<file path="src/rtl/uart_pkg.sv">
// Shared types and defaults for the UART receive frame controller.
package uart_pkg;

  typedef enum logic [1:0] {
    IDLE = 2'd0,
    RECV = 2'd1,
    HOLD = 2'd2
  } state_e;

  localparam logic [2:0] BAUD_DEFAULT       = 3'b111;
  localparam int         FRAME_BYTES_DEF    = 4;
  localparam int         TIMEOUT_CYCLES_DEF = 50000;
  localparam int         TMR_W_DEF          = 16;

  // Error counter never wraps; it sticks at all-ones.
  function automatic logic [7:0] sat_inc8(input logic [7:0] v);
    return (v == 8'hFF) ? v : v + 8'd1;
  endfunction

endpackage

</file>
<file path="src/rtl/uart_timeout_timer.sv">
// Inter-byte timeout counter. The expired output is high while enabled and
// the count has reached TIMEOUT_CYCLES-1.
module uart_timeout_timer
  import uart_pkg::*;
#(
  parameter int TIMEOUT_CYCLES = TIMEOUT_CYCLES_DEF,
  parameter int TMR_W          = TMR_W_DEF
) (
  input  logic clk,
  input  logic reset,
  input  logic clr,
  input  logic en,
  output logic expired
);

  logic [TMR_W-1:0] cnt_q, cnt_d;

  always_comb begin
    cnt_d = cnt_q;
    if (clr)     cnt_d = '0;
    else if (en) cnt_d = cnt_q + TMR_W'(1);
  end

  always_ff @(posedge clk) begin
    if (reset) cnt_q <= '0;
    else       cnt_q <= cnt_d;
  end

  assign expired = en && (cnt_q == TMR_W'(TIMEOUT_CYCLES - 1));

endmodule

</file>
<file path="src/rtl/uart_rx_frame_ctrl.sv">
// UART receive sequencer: enables the receiver, packs FRAME_BYTES clean bytes
// into a frame and offers it on a valid/ready port. FRAME_CHECKSUM_EN adds a
// trailing XOR checksum byte that must match before the frame is released.
module uart_rx_frame_ctrl
  import uart_pkg::*;
#(
  parameter int FRAME_BYTES    = FRAME_BYTES_DEF,
  parameter int TIMEOUT_CYCLES = TIMEOUT_CYCLES_DEF,
  parameter int TMR_W          = TMR_W_DEF
) (
  input  logic                     clk,
  input  logic                     reset,
  input  logic [2:0]               cfg_baud_select,
  input  logic                     startBitFound,
  input  logic [7:0]               Rx_DATA,
  input  logic                     Rx_FERROR,
  input  logic                     Rx_PERROR,
  input  logic                     Rx_VALID,
  output logic                     Rx_EN,
  output logic [2:0]               Rx_baud_select,
  output logic [8*FRAME_BYTES-1:0] frame_data,
  output logic                     frame_valid,
  input  logic                     frame_ready,
  output logic                     err_frame,
  output logic [7:0]               err_count
);

  localparam int IDX_W = $clog2(FRAME_BYTES + 1);
`ifdef FRAME_CHECKSUM_EN
  localparam int LAST_IDX = FRAME_BYTES;
`else
  localparam int LAST_IDX = FRAME_BYTES - 1;
`endif

  state_e                   state_q, state_d;
  logic                     rx_en_q, rx_en_d;
  logic [2:0]               baud_q, baud_d;
  logic [8*FRAME_BYTES-1:0] frame_data_q, frame_data_d;
  logic                     frame_valid_q, frame_valid_d;
  logic                     err_frame_q, err_frame_d;
  logic [7:0]               err_count_q, err_count_d;
  logic [IDX_W-1:0]         byte_idx_q, byte_idx_d;
`ifdef FRAME_CHECKSUM_EN
  logic [7:0]               csum_q, csum_d;
`endif

  logic tmr_clr, tmr_expired, abort, byte_ok;

  uart_timeout_timer #(
    .TIMEOUT_CYCLES(TIMEOUT_CYCLES),
    .TMR_W         (TMR_W)
  ) u_tmr (
    .clk    (clk),
    .reset  (reset),
    .clr    (tmr_clr),
    .en     (state_q == RECV),
    .expired(tmr_expired)
  );

  assign byte_ok = Rx_VALID && !Rx_FERROR && !Rx_PERROR;

  always_comb begin
    state_d       = state_q;
    baud_d        = baud_q;
    frame_data_d  = frame_data_q;
    frame_valid_d = frame_valid_q;
    err_frame_d   = 1'b0;
    err_count_d   = err_count_q;
    byte_idx_d    = byte_idx_q;
`ifdef FRAME_CHECKSUM_EN
    csum_d        = csum_q;
`endif
    tmr_clr       = (state_q != RECV);
    abort         = 1'b0;

    case (state_q)
      IDLE: begin
        baud_d     = cfg_baud_select;
        byte_idx_d = '0;
        if (startBitFound) state_d = RECV;
      end
      RECV: begin
        if (byte_ok) begin
          tmr_clr = 1'b1;
          for (int i = 0; i < FRAME_BYTES; i++)
            if (byte_idx_q == IDX_W'(i))
              frame_data_d[8*(FRAME_BYTES-1-i) +: 8] = Rx_DATA;
`ifdef FRAME_CHECKSUM_EN
          csum_d = csum_q ^ Rx_DATA;
`endif
          if (byte_idx_q == IDX_W'(LAST_IDX)) begin
`ifdef FRAME_CHECKSUM_EN
            // Checksum byte lands outside the store loop; only compare it.
            if (Rx_DATA == csum_q) begin
              state_d       = HOLD;
              frame_valid_d = 1'b1;
              byte_idx_d    = '0;
            end else begin
              abort = 1'b1;
            end
`else
            state_d       = HOLD;
            frame_valid_d = 1'b1;
            byte_idx_d    = '0;
`endif
          end else begin
            byte_idx_d = byte_idx_q + IDX_W'(1);
          end
        end else if (Rx_VALID) begin
          abort = 1'b1;
        end else if (tmr_expired) begin
          abort = 1'b1;
        end
      end
      HOLD: begin
        if (Rx_VALID) err_count_d = sat_inc8(err_count_q);
        if (frame_valid_q && frame_ready) begin
          frame_valid_d = 1'b0;
          state_d       = IDLE;
        end
      end
      default: state_d = IDLE;
    endcase

    if (abort) begin
      err_frame_d = 1'b1;
      err_count_d = sat_inc8(err_count_q);
      byte_idx_d  = '0;
      tmr_clr     = 1'b1;
      state_d     = IDLE;
    end
`ifdef FRAME_CHECKSUM_EN
    if (state_d != RECV) csum_d = 8'h00;
`endif
    rx_en_d = (state_d == RECV);
  end

  always_ff @(posedge clk) begin
    if (reset) begin
      state_q       <= IDLE;
      rx_en_q       <= 1'b0;
      baud_q        <= BAUD_DEFAULT;
      frame_data_q  <= '0;
      frame_valid_q <= 1'b0;
      err_frame_q   <= 1'b0;
      err_count_q   <= 8'h00;
      byte_idx_q    <= '0;
`ifdef FRAME_CHECKSUM_EN
      csum_q        <= 8'h00;
`endif
    end else begin
      state_q       <= state_d;
      rx_en_q       <= rx_en_d;
      baud_q        <= baud_d;
      frame_data_q  <= frame_data_d;
      frame_valid_q <= frame_valid_d;
      err_frame_q   <= err_frame_d;
      err_count_q   <= err_count_d;
      byte_idx_q    <= byte_idx_d;
`ifdef FRAME_CHECKSUM_EN
      csum_q        <= csum_d;
`endif
    end
  end

  assign Rx_EN          = rx_en_q;
  assign Rx_baud_select = baud_q;
  assign frame_data     = frame_data_q;
  assign frame_valid    = frame_valid_q;
  assign err_frame      = err_frame_q;
  assign err_count      = err_count_q;

endmodule

</file>
<file path="config.mk">
export PLATFORM = sky130hd
export DESIGN_NAME = uart_rx_frame_ctrl
export DESIGN_NICKNAME = d
export VERILOG_FILES = /design/src/rtl/uart_pkg.sv /design/src/rtl/uart_timeout_timer.sv /design/src/rtl/uart_rx_frame_ctrl.sv
export SDC_FILE = /design/constraint.sdc
export NUM_CORES = 1
export LEC_CHECK = 0
export CAP_MARGIN = 5
export CORE_ASPECT_RATIO = 2
export CORE_MARGIN = 5
export CORE_UTILIZATION = 51
export CTS_BUF_LIST = sky130_fd_sc_hd__clkbuf_2 sky130_fd_sc_hd__clkbuf_4 sky130_fd_sc_hd__clkbuf_8
export DETAILED_ROUTE_END_ITERATION = 16
export GPL_ROUTABILITY_DRIVEN = 0
export HOLD_SLACK_MARGIN = 0.08
export PLACE_DENSITY = 0.77
export REMOVE_ABC_BUFFERS = 1
export SLEW_MARGIN = 20
export SYNTH_ARGS = -nofsm -noshare
export SYNTH_HDL_FRONTEND = slang
export SYNTH_SLANG_ARGS = --single-unit
</file>
<file path="constraint.sdc">
create_clock -name clk -period 2.65 [get_ports clk]
set_input_delay 0.265 -clock clk [delete_from_list [all_inputs] [get_ports clk]]
set_output_delay 0.265 -clock clk [all_outputs]
set_load 0.02 [all_outputs]
</file>
==> summary.md, run 1 <==
| Metric | Value |
|---|---|
| Gate power share | `roughly 6.3%` |
| Largest net degree at the start of global routing | `41` |
| Mapped Area | `0.002783 mm^2` |
| Die height | `114.5 um` |
| Root Buffer | `clkbuf_8` |
| Core Footprint | `around 0.0054 mm^2` |
| Slew headroom | `65.89%` |
| Synth async-reset ratio | `0%` |
| Most frequent cells in the layout | `dfxtp_1, clkdlybuf4s50_1, nand2_1` |
| Switch share | `22.97%` |
| Commonest non-fill, non-tap cell in the layout | `dfxtp_1` |
| PD cells | `547.2 mW/mm^2` |
| CP Buf/Inv Count | `0` |
| # IOs | `between 60 and 70` |
| 1st-pass router iterations | `4` |
| Final Hold Fails | `0` |
| FF+latch count, synth | `67` |
| Max Fclk | `approximately 430 MHz` |
| P&R area growth vs syn | `31.34%` |
| Vias per cell | `approximately 5.7` |
| Top FF cell, synth | `dfxtp_1` |
| Number of cell rows | `38` |
| Cts bufs inserted | `9` |
| Kind of critical path | `flip-flop to flip-flop` |
| Clk_skew | `just under 9 ps` |
| Slowest cell delay on critical path | `approximately 580 ps` |
| Drt wl/cell | `14.41 um` |
| Endpoint class of the critical path | `flip-flop` |
| TritonCTS clock tree | `built` |
| Fill cell count | `468` |
| Status | `finished clean` |
| Htree depth | `3` |
| Crit path time final | `between 2000 and 2500 ps` |
| CTS clk-pin slew, worst paths | `about 70 ps` |
| Clk buf depth | `2` |
| All-Layer GR Usage | `between 10% and 20%` |
| Antenna Cells | `0` |
| Fin. max-slew vios | `0` |
| Min-delay worst type | `flip-flop to flip-flop` |
| DRT iter0 DRCs | `around 110` |
| Worst skew pair latency | `about 350 ps` |
| Largest delay contributor family on the critical path | `simple AND/OR/NAND/NOR gates` |
| Final nets | `between 400 and 500` |
| Die Span X | `62.23 um` |
| Initial antenna violation count | `0` |
| DPL Wire Length | `slightly below 5 mm` |
| Worst Max-Slew Pin Slew | `approximately 500 ps` |
| YS warnings | `0` |
| DRC Markers | `0` |
| Seq pwr share | `between 50 and 60%` |
| Clock sinks | `67` |
| Routed Antenna Nets | `0` |
| First-pass GRT wire length | `10.99 mm` |
| Vias in the first global route | `between 2k and 2.5k` |
| Setup bufs post-CTS | `0` |
| Clock power share | `42.4%` |
| Internal power | `0.001541 W` |
| Most used cell, CP | `or4_1` |
| Congestion Overflow GR | `0` |
| Slowest-stage cell, CP | `or4_1` |
| Starting Density | `between 50 and 60%` |
| DIE AREA | `~0.0071 mm^2` |
| Layout cell share with drive strength beyond 1 | `about 7.6%` |
| Max_cap viols | `0` |
| Crit-path cells | `or4_1 > nor4_4 > o211ai_2 > or4_1 > a21oi_1` |
| Post-cts hold buffer count | `0` |
| CP required | `between 2000 and 3000 ps` |
| Syn Inst Count | `roughly 330` |
| Net Switching | `approximately 0.00046 W` |
| Register area share after synthesis | `about half` |
| Critical path startpoint category | `flip-flop` |
| # setup viols final | `0` |
| Post-synth EDFFs | `0` |
| Routed wire length | `approximately 6.6 mm` |
| Maximum VDD drop | `0.7376 mV` |
| Unrepaired setup endpoints after global routing | `no` |
| CP Max Fanout | `12` |
| Via count | `between 2k and 3k` |
| Avg Synthesized Cell Area | `around 8.5 um^2` |
| Post-route core utilization | `between 60% and 70%` |
| Post-CTS Resized | `0` |
| Lkg Pwr | `~1.2 nW` |
| Final period util | `87.07%` |
| Port bufs | `63` |
| WP data arrival | `2590 ps` |
| Setup TNS Final | `0 ps` |
| Count of cell types in the netlist | `between 40 and 50` |
-- sequential cells by signal, summed over array words and instances, names as in the netlist --
register	cells
frame_data	32
state_q	2
frame_valid	1
Rx_baud_select	3
err_count	8
Rx_EN	1
byte_idx_q	3
u_tmr.cnt_q	16
err_frame	1
-- synthesized netlist by cell type (all sizes together) (3+ instances only) --
master	n	share of area, %
nor2b	4	0.90
nand4	5	1.1
nor2	25	3.4
xnor2	3	0.94
or4	4	1.1
nand2	49	6.6
dfxtp	67	48
a21oi	39	7.0
ha	6	2.7
xor2	12	3.8
inv	7	0.94
o21ai	7	1.3
a211o	3	0.94
clkbuf	17	2.3
nand3	41	7.4
nor3	7	1.4
and3	3	0.76
-- logic make-up (layout without fill, tap and decap cells) --
kind of cell	Yosys count	after routing	synth area share, %
AO/OA/AOI/OAI	61	61	12.64
XOR/XNOR	15	15	4.721
adder cells (fa/ha/maj)	6	6	2.698
buffers and inverters	25	91	3.642
flip-flops	67	67	48.20
multiplexers	1	1	0.3597
AND/OR/NAND/NOR	154	154	27.74
-- through the flow --
| step | setup WS, ps | area, um^2 | cells | total power [W] | hold WS, ps |
|---|---|---|---|---|---|
| 4_1_cts | 333.0 | 3655 | 455 | 0.002020 | 455.4 |
| 2_1_floorplan | 61.04 | 2708 | 311 | 0.001094 | 334.1 |
| 3_3_place_gp | 360.2 | 3457 | 439 | 0.001173 | 430.7 |
| 5_1_grt | 215.8 | 3655 | 455 | 0.002076 | 470.7 |
| 3_5_place_dp | 269.7 | 3457 | 439 | 0.001174 | 441.7 |
| 6_report | 342.8 | 3655 | 455 | 0.002000 | 455.6 |
-- power groups by stage --
stage | Clock (W) | Combinational (W) | Sequential (W)
finish | 0.000849 | 0.000126 | 0.00102
global route | 0.000914 | 0.000136 | 0.00103
CTS | 0.000869 | 0.000126 | 0.00102
detailed placement | 0 | 0.000126 | 0.00105
global placement | 0 | 0.000125 | 0.00105
floorplan | 0 | 0.0000375 | 0.00106
-- routing by layer --
layer | global-route usage [%] | routed length [um] | up-vias
met5 | 0 | 0 | -
li1 | - | - | 1259
met3 | 4.715 | 398 | 20
met2 | 34.28 | 3444 | 73
met1 | 19.14 | 2450 | 1221
met4 | 14.33 | 265 | 0
-- layout make-up --
cell class | count | area, um^2 | share of cell area [%]
multi-input combinational | 237 | 1346 | 36.84
sequential | 67 | 1341 | 36.70
timing repair buffer | 68 | 668.1 | 18.28
clock buffer | 11 | 145.1 | 3.971
tap | 60 | 75.07 | 2.054
clock inverter | 5 | 52.55 | 1.438
inverter | 7 | 26.28 | 0.7189
-- worst reg2reg max path, delay by kind of cell (launching register included) --
family / cells / cell delay (ps)
flip-flops: 1 / 360
AO/OA/AOI/OAI: 2 / 400
AND/OR/NAND/NOR: 3 / 1490
-- worst paths after layout --
kind / start / to / slack (ps) / cells after the start
max: u_tmr.cnt_q[4] / err_count[7] / 340 / 5
min: u_tmr.cnt_q[0] / u_tmr.cnt_q[0] / 460 / 1
min reg2reg: u_tmr.cnt_q[0] / u_tmr.cnt_q[0] / 460 / 1
max reg2reg: u_tmr.cnt_q[4] / err_count[7] / 340 / 5
(Power assumes the default switching activity.)
==> run 2, diff against run 1 <==
CORE_UTILIZATION = 45   (was 51)
HOLD_SLACK_MARGIN = unset   (was 0.08)
PLACE_DENSITY = 0.73   (was 0.77)
==> run 2 against run 1 <==
Utilization fell by 6.8 points. Largest cell class unchanged. Critical endpoint unchanged. Worst setup slack improved by 4.3 ps. Highest routed layer unchanged. Cell area rose by 0.55%. Sequential power barely moved. Critical path type unchanged.
==> summary.md, run 2 (synthesis gave the netlist of run 1 again) <==
| Metric | Value |
|---|---|
| Die Span X | `65.61 um (was 62.23 um)` |
| CP required | `2930 ps (about the same)` |
| Congestion Overflow GR | `0 (unchanged)` |
| DPL Wire Length | `4.983 mm (was 4.911 mm)` |
| Number of cell rows | `40 (was 38)` |
| Worst skew pair latency | `350 ps (about the same)` |
| PD cells | `572.2 mW/mm^2 (was 547.2 mW/mm^2)` |
| Layout cell share with drive strength beyond 1 | `7.614% (was 7.595%)` |
| Final period util | `86.90% (was 87.07%)` |
| TritonCTS clock tree | `built (unchanged)` |
| P&R area growth vs syn | `32.06% (was 31.34%)` |
| Antenna Cells | `0 (unchanged)` |
| Final Hold Fails | `0 (unchanged)` |
| Largest net degree at the start of global routing | `35 (was 41)` |
| All-Layer GR Usage | `18.24% (was 19.40%)` |
| Internal power | `0.001649 W (was 0.001541 W)` |
| Switch share | `21.56% (was 22.97%)` |
| Cts bufs inserted | `9 (unchanged)` |
| Post-cts hold buffer count | `0 (unchanged)` |
| Slew headroom | `66.98% (was 65.89%)` |
| Min-delay worst type | `input port to flip-flop (was flip-flop to flip-flop)` |
| WP data arrival | `2590 ps (about the same)` |
| Cell Count, Final, Fillers Out | `457 (was 455)` |
| # setup viols final | `0 (unchanged)` |
| Placed cells | `441 (was 439)` |
| Clock sinks | `67 (unchanged)` |
| Net Switching | `0.0004533 W (was 0.0004593 W)` |
| Clk buf depth | `2 (unchanged)` |
| CP Max Fanout | `12 (unchanged)` |
| Kind of critical path | `flip-flop to flip-flop (unchanged)` |
| DRT iter0 DRCs | `153 (was 111)` |
| Port bufs | `63 (unchanged)` |
| Crit path time final | `2303 ps (was 2307 ps)` |
| Maximum VDD drop | `0.3442 mV (was 0.7376 mV)` |
| Max_cap viols | `0 (unchanged)` |
| Worst setup path startpoint | `u_tmr.cnt_q[5] (was u_tmr.cnt_q[4])` |
| Via count | `2,506 (was 2,573)` |
| Unrepaired setup endpoints after global routing | `no (unchanged)` |
| Htree depth | `3 (unchanged)` |
| Drt wl/cell | `14.63 um (was 14.41 um)` |
| Lkg Pwr | `1.255 nW (was 1.243 nW)` |
| 1st-pass router iterations | `5 (was 4)` |
| Setup TNS Final | `0 ps (unchanged)` |
| Routed Antenna Nets | `0 (unchanged)` |
| Status | `finished clean (unchanged)` |
| Vias per cell | `5.484 (was 5.655)` |
| Routed wire length | `6.686 mm (was 6.558 mm)` |
| Vias in the first global route | `2,338 (was 2,478)` |
| Max reg flops | `32 (unchanged)` |
| Reg2reg setup slack | `350 ps (was 340 ps)` |
| First-pass GRT wire length | `11.13 mm (was 10.99 mm)` |
| Post-CTS Resized | `0 (unchanged)` |
| Final nets | `413 (was 414)` |
| Die height | `121.2 um (was 114.5 um)` |
| Most frequent cells in the layout | `dfxtp_1, clkdlybuf4s50_1, nand2_1 (unchanged)` |
| Critical Path End | `err_count[7] (unchanged)` |
| Critical path startpoint category | `flip-flop (unchanged)` |
| R2R Path Start | `u_tmr.cnt_q[5] (was u_tmr.cnt_q[4])` |
| DRC Markers | `0 (unchanged)` |
| Final hold slack | `300.5 ps (was 455.6 ps)` |
| DIE AREA | `0.007952 mm^2 (was 0.007123 mm^2)` |
| Core Footprint | `0.006006 mm^2 (was 0.005373 mm^2)` |
| Commonest non-fill, non-tap cell in the layout | `dfxtp_1 (unchanged)` |
| Setup bufs post-CTS | `0 (unchanged)` |
| Max Fclk | `434.2 MHz (was 433.4 MHz)` |
| Gate power share | `5.9% (was 6.3%)` |
| # IOs | `64 (unchanged)` |
| Fin. max-slew vios | `0 (unchanged)` |
| Worst Max-Slew Pin Slew | `494.1 ps (was 510.4 ps)` |
| Reg2reg path depth | `5 (unchanged)` |
| Worst Hold Path Cells | `2 (was 1)` |
| Clock power share | `45.4% (was 42.4%)` |
| Seq pwr share | `48.7% (was 51.2%)` |
| CTS clk-pin slew, worst paths | `70 ps (about the same)` |
| Clk_skew | `6.075 ps (was 8.771 ps)` |
| Starting Density | `46.33% (was 51.79%)` |
| RR Endpoint | `err_count[7] (unchanged)` |
| Root Buffer | `clkbuf_8 (unchanged)` |
| Endpoint class of the critical path | `flip-flop (unchanged)` |
| Initial antenna violation count | `0 (unchanged)` |
==> run 2: per-stage QoR <==
| stage | power [W] | worst slack (ps) | instance area [um^2] | util [%] |
|---|---|---|---|---|
| after floorplan | 0.001094 | 61.04 | 2708 | - |
| after global placement | 0.001171 | 359.1 | 3448 | 57.42 |
| after detailed placement | 0.001172 | 270.7 | 3448 | 57.42 |
| after CTS | 0.002129 | 335.2 | 3675 | 61.19 |
| after global routing | 0.002193 | 240.4 | 3675 | 61.19 |
| final | 0.002103 | 347.0 | 3675 | 61.19 |
==> run 2: worst min-delay path by stage <==
stage                   startpoint              to  slack, ps
floorplan                    reset    err_count[2]        330
global placement    u_tmr.cnt_q[0]  u_tmr.cnt_q[0]        420
detailed placement  u_tmr.cnt_q[0]  u_tmr.cnt_q[0]        430
CTS                          reset    err_count[1]        280
global route                 reset    err_count[0]        300
finish                       reset    err_count[0]        300
==> run 2: power groups by stage <==
stage / logic (W) / registers, W / clock network [W]
3_5_place_dp: 0.000124 / 0.00105 / 0
2_1_floorplan: 0.0000375 / 0.00106 / 0
4_1_cts: 0.000125 / 0.00102 / 0.000980
5_1_grt: 0.000134 / 0.00103 / 0.00103
6_report: 0.000124 / 0.00102 / 0.000954
3_3_place_gp: 0.000123 / 0.00105 / 0
==> run 2: layer usage <==
| layer | GRT usage (%) | vias up | part of all wire [%] |
|---|---|---|---|
| li1 | - | 1257 | - |
| met1 | 19.54 | 1162 | 37 |
| met2 | 30.79 | 74 | 54 |
| met3 | 6.024 | 13 | 5.8 |
| met4 | 10.00 | 0 | 2.8 |
| met5 | 0 | - | 0 |
==> run 2: worst max-delay path, cell delays in order (launching register included) <==
cell	delay [ps]
dfxtp_1	350
or4b_4	560
nor4_4	360
o211ai_2	260
or4_1	560
a21oi_1	150
==> run 2: final cells by class <==
cell class                      instances  area (um^2)
Timing Repair Buffer                   67        655.6
Tap cell                               63        78.83
Clock inverter                          5        75.07
Clock buffer                           11        151.4
Sequential cell                        67         1341
Multi-Input combinational cell        237         1346
Inverter                                7        26.28
Fill cell                             554         2331
==> run 3, diff against run 2 <==
GPL_TIMING_DRIVEN = 0   (was unset)
SETUP_SLACK_MARGIN = 0.5   (was unset)
==> run 3 against run 2 <==
Clock power is 0.9% lower. Clock-buffer cell count down 1. Register-to-register slack improved by 200 ps. Highest routed layer unchanged. Final cell count increased by 1.5%. Routed wire length grew 0.19%. Largest power group unchanged. Sequential share of layout area shrank 0.80 points. Worst setup slack improved by 200 ps.
==> summary.md, run 3 (synthesis gave the netlist of run 1 again) <==
| Metric | Value |
|---|---|
| DPL Wire Length | `4.783 mm (was 4.983 mm)` |
| Internal power | `0.001632 W (was 0.001649 W)` |
| Most frequent cells in the layout | `dfxtp_1, clkdlybuf4s50_1, nand2_1 (unchanged)` |
| Worst skew pair latency | `350 ps (about the same)` |
| Min-delay worst type | `input port to flip-flop (unchanged)` |
| Final Hold Fails | `0 (unchanged)` |
| Clk buf depth | `2 (unchanged)` |
| Switch share | `22.29% (was 21.56%)` |
| R2R Path Start | `u_tmr.cnt_q[11] (was u_tmr.cnt_q[5])` |
| Post-Place Worst Slack | `19.33 ps (was 270.7 ps)` |
| Reg2reg setup slack | `540 ps (was 350 ps)` |
| Reg2reg path depth | `5 (unchanged)` |
| DIE AREA | `0.007952 mm^2 (unchanged)` |
| Crit-path cells | `or4b_4 > nor4_4 > o211ai_4 > or4_1 > a21oi_1 (was or4b_4 > nor4_4 > o211ai_2 > or4_1 > a21oi_1)` |
| Layout cell share with drive strength beyond 1 | `11.22% (was 7.614%)` |
| Post-cts hold buffer count | `0 (unchanged)` |
| TritonCTS clock tree | `built (unchanged)` |
| Slowest cell delay on critical path | `540 ps (was 560 ps)` |
| CP required | `2930 ps (about the same)` |
| Number of cell rows | `40 (unchanged)` |
| Status | `finished clean (unchanged)` |
| 1st-pass router iterations | `4 (was 5)` |
| Congestion Overflow GR | `0 (unchanged)` |
| Endpoint class of the critical path | `flip-flop (unchanged)` |
| Post-DP Area | `0.003453 mm^2 (was 0.003448 mm^2)` |
| Htree depth | `3 (unchanged)` |
| Worst Max-Slew Pin Slew | `444.7 ps (was 494.1 ps)` |
| Initial antenna violation count | `0 (unchanged)` |
| First-pass GRT wire length | `10.75 mm (was 11.13 mm)` |
| Vias in the first global route | `2,370 (was 2,338)` |
| Clock sinks | `67 (unchanged)` |
| Root Buffer | `clkbuf_8 (unchanged)` |
| Fin. max-slew vios | `0 (unchanged)` |
| # setup viols final | `0 (unchanged)` |
| Drt wl/cell | `14.44 um (was 14.63 um)` |
| Max Fclk | `474.9 MHz (was 434.2 MHz)` |
| PD cells | `554.8 mW/mm^2 (was 572.2 mW/mm^2)` |
| # IOs | `64 (unchanged)` |
| Max_cap viols | `0 (unchanged)` |
| All-Layer GR Usage | `17.77% (was 18.24%)` |
| Kind of critical path | `flip-flop to flip-flop (unchanged)` |
| Largest net degree at the start of global routing | `44 (was 35)` |
| Final period util | `79.45% (was 86.90%)` |
| Vias per cell | `5.414 (was 5.484)` |
| Slowest-stage cell, CP | `or4b_4 (unchanged)` |
| Worst setup path startpoint | `u_tmr.cnt_q[11] (was u_tmr.cnt_q[5])` |
| Starting Density | `46.33% (unchanged)` |
| Gate power share | `6.3% (was 5.9%)` |
| Clock power share | `45.0% (was 45.4%)` |
| Port bufs | `63 (unchanged)` |
| Clk_skew | `7.793 ps (was 6.075 ps)` |
| CTS clk-pin slew, worst paths | `80 ps (was 70 ps)` |
| Routed Antenna Nets | `0 (unchanged)` |
| Lkg Pwr | `1.291 nW (was 1.255 nW)` |
| RR Endpoint | `err_count[7] (unchanged)` |
| Post-route cell area | `0.003785 mm^2 (was 0.003675 mm^2)` |
| Via count | `2,512 (was 2,506)` |
| Maximum VDD drop | `0.3979 mV (was 0.3442 mV)` |
| Post-route setup slack | `544.4 ps (was 347.0 ps)` |
| Critical Path End | `err_count[7] (unchanged)` |
| Die height | `121.2 um (unchanged)` |
| Setup TNS Final | `0 ps (unchanged)` |
| Max reg flops | `32 (unchanged)` |
| DRT iter0 DRCs | `168 (was 153)` |
| Die Span X | `65.61 um (unchanged)` |
| Core Footprint | `0.006006 mm^2 (unchanged)` |
| DRC Markers | `0 (unchanged)` |
| Final nets | `420 (was 413)` |
| P&R area growth vs syn | `36.02% (was 32.06%)` |
| WP data arrival | `2390 ps (was 2590 ps)` |
| Seq pwr share | `48.7% (about the same)` |
| Critical path startpoint category | `flip-flop (unchanged)` |
| Slew headroom | `70.25% (was 66.98%)` |
| Fill cell count | `540 (was 554)` |
| Crit path time final | `2106 ps (was 2303 ps)` |
| Cts bufs inserted | `9 (unchanged)` |
| CP Max Fanout | `6 (was 12)` |
| Antenna Cells | `0 (unchanged)` |
| Unrepaired setup endpoints after global routing | `yes (was no)` |
| Commonest non-fill, non-tap cell in the layout | `dfxtp_1 (unchanged)` |
| Routed wire length | `6.699 mm (was 6.686 mm)` |
| Net Switching | `0.0004680 W (was 0.0004533 W)` |
==> run 3: worst min-delay path by stage <==
stage                   start        endpoint  slack, ps  cells after the start
2_1_floorplan           reset    err_count[2]        330                      1
3_3_place_gp   u_tmr.cnt_q[0]  u_tmr.cnt_q[0]        430                      1
3_5_place_dp   u_tmr.cnt_q[0]  u_tmr.cnt_q[0]        440                      1
4_1_cts                 reset   frame_data[5]        210                      2
5_1_grt                 reset  frame_data[11]        230                      2
6_report                reset   frame_data[5]        220                      2
==> run 3: power by group through the flow <==
stage	combinational (W)	clock, W	sequential [W]
2_1_floorplan	0.0000375	0	0.00106
3_3_place_gp	0.000119	0	0.00105
3_5_place_dp	0.000125	0	0.00105
4_1_cts	0.000132	0.000962	0.00102
5_1_grt	0.000143	0.00101	0.00102
6_report	0.000132	0.000945	0.00102
==> run 3: worst max-delay path, delay by kind of cell, from the launching register on <==
kind,cells,cell delay (ps)
and+or+nand+nor,3,1430
AOI/OAI and AO/OA,2,280
DFF,1,330
==> run 3: repair_timing <==
item	in CTS	in global routing
endpoints found under the setup margin	34	24
pin swaps	3	6
setup buffers	8	1
resized for setup	5	8
==> run 3: layer usage <==
metal  up-vias  part of all wire [%]  routed length (um)  GRT usage, %
met5         -                     0                   0             0
met4         0                   1.9                 127         8.182
met3        10                   4.8                 324         4.727
met2        65                    56                3733         32.63
met1      1167                    38                2514         18.03
li1       1270                     -                   -             -
==> run 3: stage by stage <==
step / hold slack (ps) / util, % / instances / power [W]
detailed placement: 443.7 / 57.50 / 439 / 0.001173
global placement: 426.6 / 56.90 / 437 / 0.001167
floorplan: 334.1 / - / 311 / 0.001094
finish: 218.3 / 63.02 / 464 / 0.002100
global route: 231.6 / 63.02 / 464 / 0.002181
CTS: 205.8 / 62.60 / 463 / 0.002117
==> run 3: area by class of cell <==
| type | instances | area (um^2) | share of cell area [%] |
|---|---|---|---|
| Clock buffer | 10 | 137.6 | 3.636 |
| Multi-Input combinational cell | 237 | 1370 | 36.20 |
| Sequential cell | 67 | 1351 | 35.70 |
| Clock inverter | 6 | 88.84 | 2.347 |
| Tap cell | 63 | 78.83 | 2.083 |
| Timing Repair Buffer | 74 | 732.0 | 19.34 |
| Inverter | 7 | 26.28 | 0.6942 |
